==> config.mk <==
export PLATFORM = sky130hd
export DESIGN_NAME = countdown_timer_flat
export DESIGN_NICKNAME = d
export VERILOG_FILES = /design/src/rtl/countdown_timer_if.sv /design/src/rtl/countdown_timer.sv /design/src/flat_wrapper.sv
export SDC_FILE = /design/constraint.sdc
export NUM_CORES = 1
export LEC_CHECK = 0
export ABC_AREA = 1
export CAP_MARGIN = 0
export CORE_MARGIN = 1.5
export CORE_UTILIZATION = 31
export CTS_CLUSTER_SIZE = 12
export DETAILED_ROUTE_END_ITERATION = 10
export MAX_ROUTING_LAYER = met4
export PLACE_DENSITY = 0.62
export SETUP_SLACK_MARGIN = 0.15
export SLEW_MARGIN = 15
export SYNTH_ARGS = -nofsm -noshare
export SYNTH_HDL_FRONTEND = slang
export SYNTH_SLANG_ARGS = --single-unit
==> constraint.sdc <==
create_clock -name clk -period 2.6 [get_ports clk]
set_clock_uncertainty 0.15 [all_clocks]
set_input_delay 0.52 -clock clk [delete_from_list [all_inputs] [get_ports clk]]
set_output_delay 0.52 -clock clk [all_outputs]
set_load 0.02 [all_outputs]
==> src/rtl/countdown_timer_if.sv <==
// Control/status bundle between a host and countdown_timer.
// The psc field exists only when COUNTDOWN_TIMER_PRESCALE_EN is defined.
interface countdown_timer_if #(
    parameter int DW    = 16,
    parameter int PSC_W = 8
);
    logic          start;
    logic          stop;
    logic          en;
    logic          periodic;
    logic [DW-1:0] load_val;
`ifdef COUNTDOWN_TIMER_PRESCALE_EN
    logic [PSC_W-1:0] psc;
`else
    // PSC_W only sizes psc; keep it referenced so the default build stays lint-quiet
    logic unused_psc_w;
    assign unused_psc_w = ^PSC_W;
`endif
    logic [DW-1:0] cnt;
    logic          busy;
    logic          tick;
    logic          done;

`ifdef COUNTDOWN_TIMER_PRESCALE_EN
    modport master (output start, stop, en, periodic, load_val, psc,
                    input  cnt, busy, tick, done);
    modport slave  (input  start, stop, en, periodic, load_val, psc,
                    output cnt, busy, tick, done);
`else
    modport master (output start, stop, en, periodic, load_val,
                    input  cnt, busy, tick, done);
    modport slave  (input  start, stop, en, periodic, load_val,
                    output cnt, busy, tick, done);
`endif
endinterface

==> src/rtl/countdown_timer.sv <==
// One-shot / auto-reload down counter with terminal-count tick and sticky done.
// Optional prescaler enabled by defining COUNTDOWN_TIMER_PRESCALE_EN.
module countdown_timer #(
    parameter int DW    = 16,
    parameter int PSC_W = 8
) (
    input  logic             clk,
    input  logic             rst,
    countdown_timer_if.slave bus
);
    typedef enum logic {IDLE, RUN} state_t;

    state_t        state;
    logic [DW-1:0] cnt;
    logic [DW-1:0] reload;
    logic          mode;
    logic          done;
    logic          step;
    logic          tick;

`ifdef COUNTDOWN_TIMER_PRESCALE_EN
    logic [PSC_W-1:0] prescaler;

    assign step = (prescaler == bus.psc);

    always_ff @(posedge clk or posedge rst) begin
        if (rst) begin
            prescaler <= '0;
        end else if (bus.stop || bus.start) begin
            prescaler <= '0;
        end else if (bus.en && state == RUN) begin
            prescaler <= step ? '0 : prescaler + PSC_W'(1);
        end
    end
`else
    logic unused_psc_w;
    assign unused_psc_w = ^PSC_W;
    assign step = 1'b1;
`endif

    assign tick = bus.en && (state == RUN) && (cnt == '0) && step;

    // stop beats start, start beats the terminal-count action (so a retrigger never sets done)
    always_ff @(posedge clk or posedge rst) begin
        if (rst) begin
            state  <= IDLE;
            cnt    <= '0;
            reload <= '0;
            mode   <= 1'b0;
            done   <= 1'b0;
        end else if (bus.stop) begin
            state <= IDLE;
            cnt   <= '0;
            done  <= 1'b0;
        end else if (bus.start) begin
            state  <= RUN;
            cnt    <= bus.load_val;
            reload <= bus.load_val;
            mode   <= bus.periodic;
            done   <= 1'b0;
        end else if (tick) begin
            if (mode) begin
                cnt <= reload;
            end else begin
                state <= IDLE;
                done  <= 1'b1;
            end
        end else if (state == RUN && bus.en && step) begin
            cnt <= cnt - DW'(1);
        end
    end

    assign bus.cnt  = cnt;
    assign bus.busy = (state == RUN);
    assign bus.tick = tick;
    assign bus.done = done;
endmodule

==> src/flat_wrapper.sv <==
// flat-port wrapper written by rule: the top's interface ports become plain ports
module countdown_timer_flat 
#(
    parameter int DW    = 16,
    parameter int PSC_W = 8
)
  (clk, rst, bus_start, bus_stop, bus_en, bus_periodic, bus_load_val, bus_cnt, bus_busy, bus_tick, bus_done);
  countdown_timer_if #(.DW(DW), .PSC_W(PSC_W)) bus_i ();
  input  logic clk;
  input  logic rst;
  input wire logic [$bits(bus_i.start)-1:0] bus_start;
  input wire logic [$bits(bus_i.stop)-1:0] bus_stop;
  input wire logic [$bits(bus_i.en)-1:0] bus_en;
  input wire logic [$bits(bus_i.periodic)-1:0] bus_periodic;
  input wire logic [$bits(bus_i.load_val)-1:0] bus_load_val;
  output wire logic [$bits(bus_i.cnt)-1:0] bus_cnt;
  output wire logic [$bits(bus_i.busy)-1:0] bus_busy;
  output wire logic [$bits(bus_i.tick)-1:0] bus_tick;
  output wire logic [$bits(bus_i.done)-1:0] bus_done;
  assign bus_i.start = bus_start;
  assign bus_i.stop = bus_stop;
  assign bus_i.en = bus_en;
  assign bus_i.periodic = bus_periodic;
  assign bus_i.load_val = bus_load_val;
  assign bus_cnt = bus_i.cnt;
  assign bus_busy = bus_i.busy;
  assign bus_tick = bus_i.tick;
  assign bus_done = bus_i.done;
  countdown_timer #(.DW(DW), .PSC_W(PSC_W)) u_core (.clk(clk), .rst(rst), .bus(bus_i));
endmodule
==> flow_summary.yaml, run 1 <==
status:
  status: "complete, no violations"
routing:
  drc: 0
  post_drt_wl_per_cell_um: 12.25
  antenna_left: 0
  firstDrtPassIters: 4
  drt_iter0_drc: 78
  via_per_inst: 4.599
  routed-via-count: 2051
  routed_wl_um: 5465
yosys:
  synth_edf_count: 0
  synthMuxAreaShare_pct: 0
  synthCells: 314
  syn_area_per_cell_um2: 6.838
  syn_area_um2: 2147
  synth_compound_area_share_pct: 5.828
  synthXorXnorAreaFrac_pct: 2.040
  yosysWarnings: 0
  syn-num-nets: 337
  synthAdderAreaFrac_pct: 0.5828
  yosys.area_share.simple_pct: 40.21
  yosys_most_used_dff: "dfrtp_1"
  seq_area_frac_synth_pct: 40.79
  synth_cell_type_count: 22
  synth_top_family_by_area: "simple AND/OR/NAND/NOR gates"
  ys_async_sr_fraction_pct: 100.0
  ys_seq_elements: 35
global_routing:
  grt_first_pass_wirelength_um: 9480
  antenna_found_initial: 0
  grt-ovfl-total: 0
  first_global_vias: 2045
  grt.total_usage_pct: 16.83
  grt_max_degree: 36
worst_setup_path:
  cp-startpoint: "u_core.bus.cnt[0]"
  worstPathArrival_ns: 1.60
  reg2reg_from: "u_core.bus.cnt[0]"
  critPathKind: "reg -> out"
  regToRegSetupSlack_ns: 0.52
  path_cells: "inv_1, ha_2, nand2_2, nor2_4, nand2_4, nor2_8, buf_2"
  slowest_stage: "dfrtp_1"
  crit_fanout: 3
  cp-end-kind: "primary output"
  start_kind: "flop"
  cp.required_ns: 1.93
  max_stage_delay_ns: 0.40
worst_hold_path:
  min_path_type: "reg -> reg"
  hp-start: "u_core.reload[7]"
timing:
  hold_violations: 0
  slew-limit-headroom_pct: 68.70
  max_freq_ghz: 0.4410
  tightest_slew_ns: 0.4695
  fin_crit_sh_pct: 87.21
  setup-tns-final_ns: 0
  drv_slew: 0
  period_minus_slack_ns: 2.267
  setup_viol: 0
  rsz0062_at_grt: "false"
  fin_ws_ns: 0.3325
cts:
  h-tree-depth: 2
  cts_tree: "built"
  clk_latency_ns: 0.29
  cts_buffer_depth: 2
  post_cts_buffers: 0
  cts.sinks: 35
  root_buffer: "clkbuf_8"
  path_clk_slew_ns: 0.08
  cts_buffers: 5
finish:
  synthToLayoutAreaGrowth_pct: 31.35
  final_nets: 388
  post_route_cells_drive_above_1_share_pct: 9.563
  antennaDiodeCount: 0
die:
  rows: 30
  die_w_um: 86.22
  dieArea_um2: 7434
  die_y_um: 86.22
  initial_utilization_pct: 31.78
  io-pin-count: 41
  core-area_um2: 6756
power:
  leakage_nw: 1.459
  power-per-cell-area_nw_per_um2: 612.8
  peakVddDrop_v: 0.0002238
place:
  dpl_worst_slack_ns: 0.01759
  gp_congestion: 0.8219
  portBuffers: 40
  dpl.hpwl_um: 3988
flow_run:
  drv_cap: 0
==> path summary, 6_finish.rpt <==
path | to | cells past startpoint
setup / recovery | bus_tick | 7
hold / removal | u_core.reload[7] | 2
setup reg to reg | u_core.bus.cnt[13] | 10
hold reg to reg | u_core.reload[7] | 2
max in group asynchronous | u_core.reload[10] | 3
min in group asynchronous | u_core.reload[15] | 3
==> flip-flops by register name, indices dropped and copies added (netlist names) <==
signal / count
u_core.mode: 1
u_core.bus.cnt: 16
u_core.bus.done: 1
u_core.reload: 16
u_core.bus.busy: 1
==> area by class of cell <==
cell class | count | area [µm²]
Multi-Input combinational cell | 225 | 1050
Tap cell | 80 | 100.1
Clock inverter | 3 | 67.56
Sequential cell | 35 | 875.8
Fill cell | 712 | 3936
Clock buffer | 5 | 68.82
Timing Repair Buffer | 52 | 485.5
Inverter | 46 | 172.7
==> layout by cell type, fill, tap and decap left out <==
master           instances
a21oi_1                  3
buf_2                    1
buf_4                   12
bufinv_16                2
clkbuf_8                 5
clkdlybuf4s50_1         39
clkinv_1                 2
clkinvlp_4               1
dfrtp_1                 35
ha_2                     1
inv_1                   44
nand2_1                 99
nand2_2                  2
nand2_4                  1
nand3_1                 22
nand3_2                  2
nand3b_1                 2
nand4_1                  8
nor2_1                  50
nor2_2                   4
nor2_4                   2
nor2_8                   2
o21ai_0                 17
o21ai_1                  5
xor2_1                   5
==> worst max-delay path, delay by kind of cell, from the launching register on <==
kind,cells,cell delay [ns]
adders and majority gates,1,0.22
and+or+nand+nor,4,0.39
DFF,1,0.40
buffers and inverters,2,0.28
==> synth_stat cells, types with 2 or more instances <==
master	number	share of area, %
nor2_1	51	8.9
nand2_2	2	0.58
buf_6	3	1.6
inv_1	44	7.7
dfrtp_1	35	41
nand3_2	2	0.93
a21oi_1	3	0.70
nor2_8	2	1.9
nand4_1	8	2.3
nor2_4	2	1.0
nor2_2	3	0.87
nand3_1	22	5.1
xor2_1	5	2.0
nand3b_1	2	0.70
clkbuf_1	4	0.70
nand2_1	99	17
o21ai_0	17	4.0
clkinv_1	2	0.35
o21ai_1	5	1.2
==> report_power, final <==
part	internal [mW]	switching (mW)	leakage, nW
combinational	0.193	0.271	0.958
sequential	0.610	0.0575	0.437
clock	0.383	0.214	0.0644
==> repair_timing <==
| item | CTS | global route |
|---|---|---|
| gates resized for setup | 3 | 2 |
| hold buffers | 0 | 0 |
| endpoints found under the setup margin | 1 | 1 |
==> metrics by stage <==
| step | hold slack (ns) | utilization [%] | area (µm²) | power [mW] | std cells |
|---|---|---|---|---|---|
| after floorplan | 0.2923 | - | 2147 | 0.9607 | 314 |
| after CTS | 0.3308 | 41.80 | 2824 | 1.742 | 446 |
| final | 0.3306 | 41.74 | 2820 | 1.728 | 446 |
| after detailed placement | 0.3111 | 39.76 | 2686 | 1.143 | 438 |
| after global placement | 0.3059 | 39.76 | 2686 | 1.136 | 438 |
| after global routing | 0.3666 | 41.74 | 2820 | 1.829 | 446 |
==> per-layer routing <==
layer | share of wire, % | wire length, µm | up-vias | global-route usage, %
met5 | 0 | 0 | - | -
met4 | 1.1 | 61 | 0 | 7.038
met3 | 4.5 | 244 | 5 | 3.048
met2 | 45 | 2471 | 44 | 25.91
met1 | 49 | 2687 | 937 | 21.90
li1 | - | - | 1065 | -
==> kinds of logic after synthesis <==
family | Yosys count
AOI/OAI and AO/OA | 25
xor gates and xnor gates | 5
adders and majority gates | 1
buffers and inverters | 54
DFF | 35
and+or+nand+nor | 194
Note: power is estimated with default switching activity, not from simulation.
==> run 2: changes to the inputs <==
- RECOVER_POWER: unset -> 25
==> run 2 against run 1 <==
Effect of this change: via count is the same; register-to-register slack about the same; critical path depth did not move; first-iteration DRC count stayed put; sequential power about the same; non-clock buffer count unchanged; routed wire length about the same; critical endpoint unchanged; largest cell class unchanged.
==> flow_summary.yaml, run 2 (same netlist as run 1, synthesis figures left out) <==
place:
  gp_congestion: 0.8219
  portBuffers: 40
  dpl.hpwl_um: 3988
  placed_cells: 438
worst_setup_path:
  regToRegEndpoint: "u_core.bus.cnt[13]"
  start_kind: "flop"
  crit_fanout: 3
  cp-end-kind: "primary output"
  reg2reg_from: "u_core.bus.cnt[0]"
  worstPathArrival_ns: 1.60
  regToRegSetupSlack_ns: 0.52
  critPathKind: "reg -> out"
  reg2regPathDepth: 10
  cp.required_ns: 1.93
timing:
  max_freq_ghz: 0.4410
  period_minus_slack_ns: 2.267
  fin_crit_sh_pct: 87.21
  slew-limit-headroom_pct: 38.94
  tightest_slew_ns: 0.9159
  setup_viol: 0
  rsz0062_at_grt: "false"
  setup-tns-final_ns: 0
  drv_slew: 0
  hold_violations: 0
cts:
  clk_latency_ns: 0.29
  post_cts_buffers: 0
  cts.sinks: 35
  h-tree-depth: 2
  cts_buffers: 5
  cts_tree: "built"
  path_clk_slew_ns: 0.08
  hold_buffers: 0
  root_buffer: "clkbuf_8"
  cts_buffer_depth: 2
die:
  initial_utilization_pct: 31.78
  dieArea_um2: 7434
  rows: 30
  core-area_um2: 6756
  die_y_um: 86.22
  io-pin-count: 41
  die_w_um: 86.22
global_routing:
  antenna_found_initial: 0
  first_global_vias: 2045
  grt_first_pass_wirelength_um: 9480
  grt-ovfl-total: 0
  grt.total_usage_pct: 16.83
  grt_max_degree: 36
finish:
  layout_common_cells: "99 x nand2_1, 50 x nor2_1, 44 x inv_1, 38 x clkdlybuf4s50_1, 35 x dfrtp_1"
  final_cells: 446
  post_route_cells_drive_above_1_share_pct: 9.563
  final_util_pct: 41.70
  antennaDiodeCount: 0
  synthToLayoutAreaGrowth_pct: 31.24
  final_nets: 388
  largest_registers: "u_core.bus.cnt (16), u_core.reload (16)"
  final_common_cell: "nand2_1"
worst_hold_path:
  min_path_type: "reg -> reg"
  whs_endpoint: "u_core.reload[7]"
  hp-start: "u_core.reload[7]"
  holdPathStages: 2
power:
  peakVddDrop_v: 0.0002238
  power-per-cell-area_nw_per_um2: 613.0
  power_mw: 1.727
  leakage_nw: 1.459
routing:
  routed-via-count: 2051
  firstDrtPassIters: 4
  post_drt_wl_per_cell_um: 12.26
  antenna_left: 0
  routed_wl_um: 5466
  drt_iter0_drc: 78
  via_per_inst: 4.599
  drc: 0
status:
  status: "complete, no violations"
flow_run:
  drv_cap: 0
-- run 2: changes by cell type in the layout (fill, tap and decap cells not counted), sizes merged --
cell / change
dlygate4sd3: +1
buf: -1
clkdlybuf4s50: -1
clkbuf: +1
-- run 2: worst max-delay path, cell delays in order, from the launching register on --
cell and delay (ns):
dfrtp_1 0.40, inv_1 0.11, ha_2 0.22, nand2_2 0.10
nor2_4 0.14, nand2_4 0.07, nor2_8 0.08, buf_2 0.17
-- run 2: final cells by class --
class                           instances  area, µm²
Multi-Input combinational cell        225       1050
Clock inverter                          3      67.56
Tap cell                               80      100.1
Timing Repair Buffer                   52      483.0
Fill cell                             713       3939
Sequential cell                        35      875.8
Inverter                               46      172.7
Clock buffer                            5      68.82
-- run 2: what timing repair did --
action / CTS / global route
hold endpoints to repair: 0 / 0
gates resized for setup: 3 / 2
setup endpoints to repair: 1 / 1
-- run 2: routing by layer --
| metal | GRT usage, % | vias to the layer above | routed length [µm] |
|---|---|---|---|
| li1 | - | 1065 | - |
| met1 | 21.90 | 937 | 2687 |
| met2 | 25.91 | 44 | 2471 |
| met3 | 3.048 | 5 | 244 |
| met4 | 7.038 | 0 | 61 |
| met5 | - | - | 0 |
-- run 2: stage by stage --
stage | hold slack [ns] | setup WS, ns | area (µm²)
after floorplan | 0.2923 | 0.5534 | 2147
after global placement | 0.3059 | 0.01925 | 2686
after detailed placement | 0.3111 | 0.01759 | 2686
after CTS | 0.3308 | 0.1938 | 2824
after global routing | 0.3666 | 0.2348 | 2818
final | 0.3306 | 0.3325 | 2818
-- run 2: report_power, final --
| part | switching (mW) | internal [mW] |
|---|---|---|
| logic | 0.271 | 0.193 |
| clock network | 0.214 | 0.383 |
| registers | 0.0575 | 0.610 |
| total | 0.543 | 1.18 |
-- run 2: worst max-delay path by stage --
stage,start,to,slack [ns],cells past startpoint
finish,u_core.bus.cnt[0],bus_tick,0.33,7
global route,u_core.bus.cnt[0],bus_tick,0.23,7
CTS,u_core.bus.cnt[0],bus_tick,0.19,7
global placement,bus_en,bus_tick,0.02,4
floorplan,u_core.bus.cnt[0],bus_tick,0.55,7
detailed placement,bus_en,bus_tick,0.02,4
==> run 3: changes to the inputs <==
- GPL_ROUTABILITY_DRIVEN: unset -> 0
==> results of run 3 <==
Same layout as run 2: the final DEF is identical, and so are final timing and power.
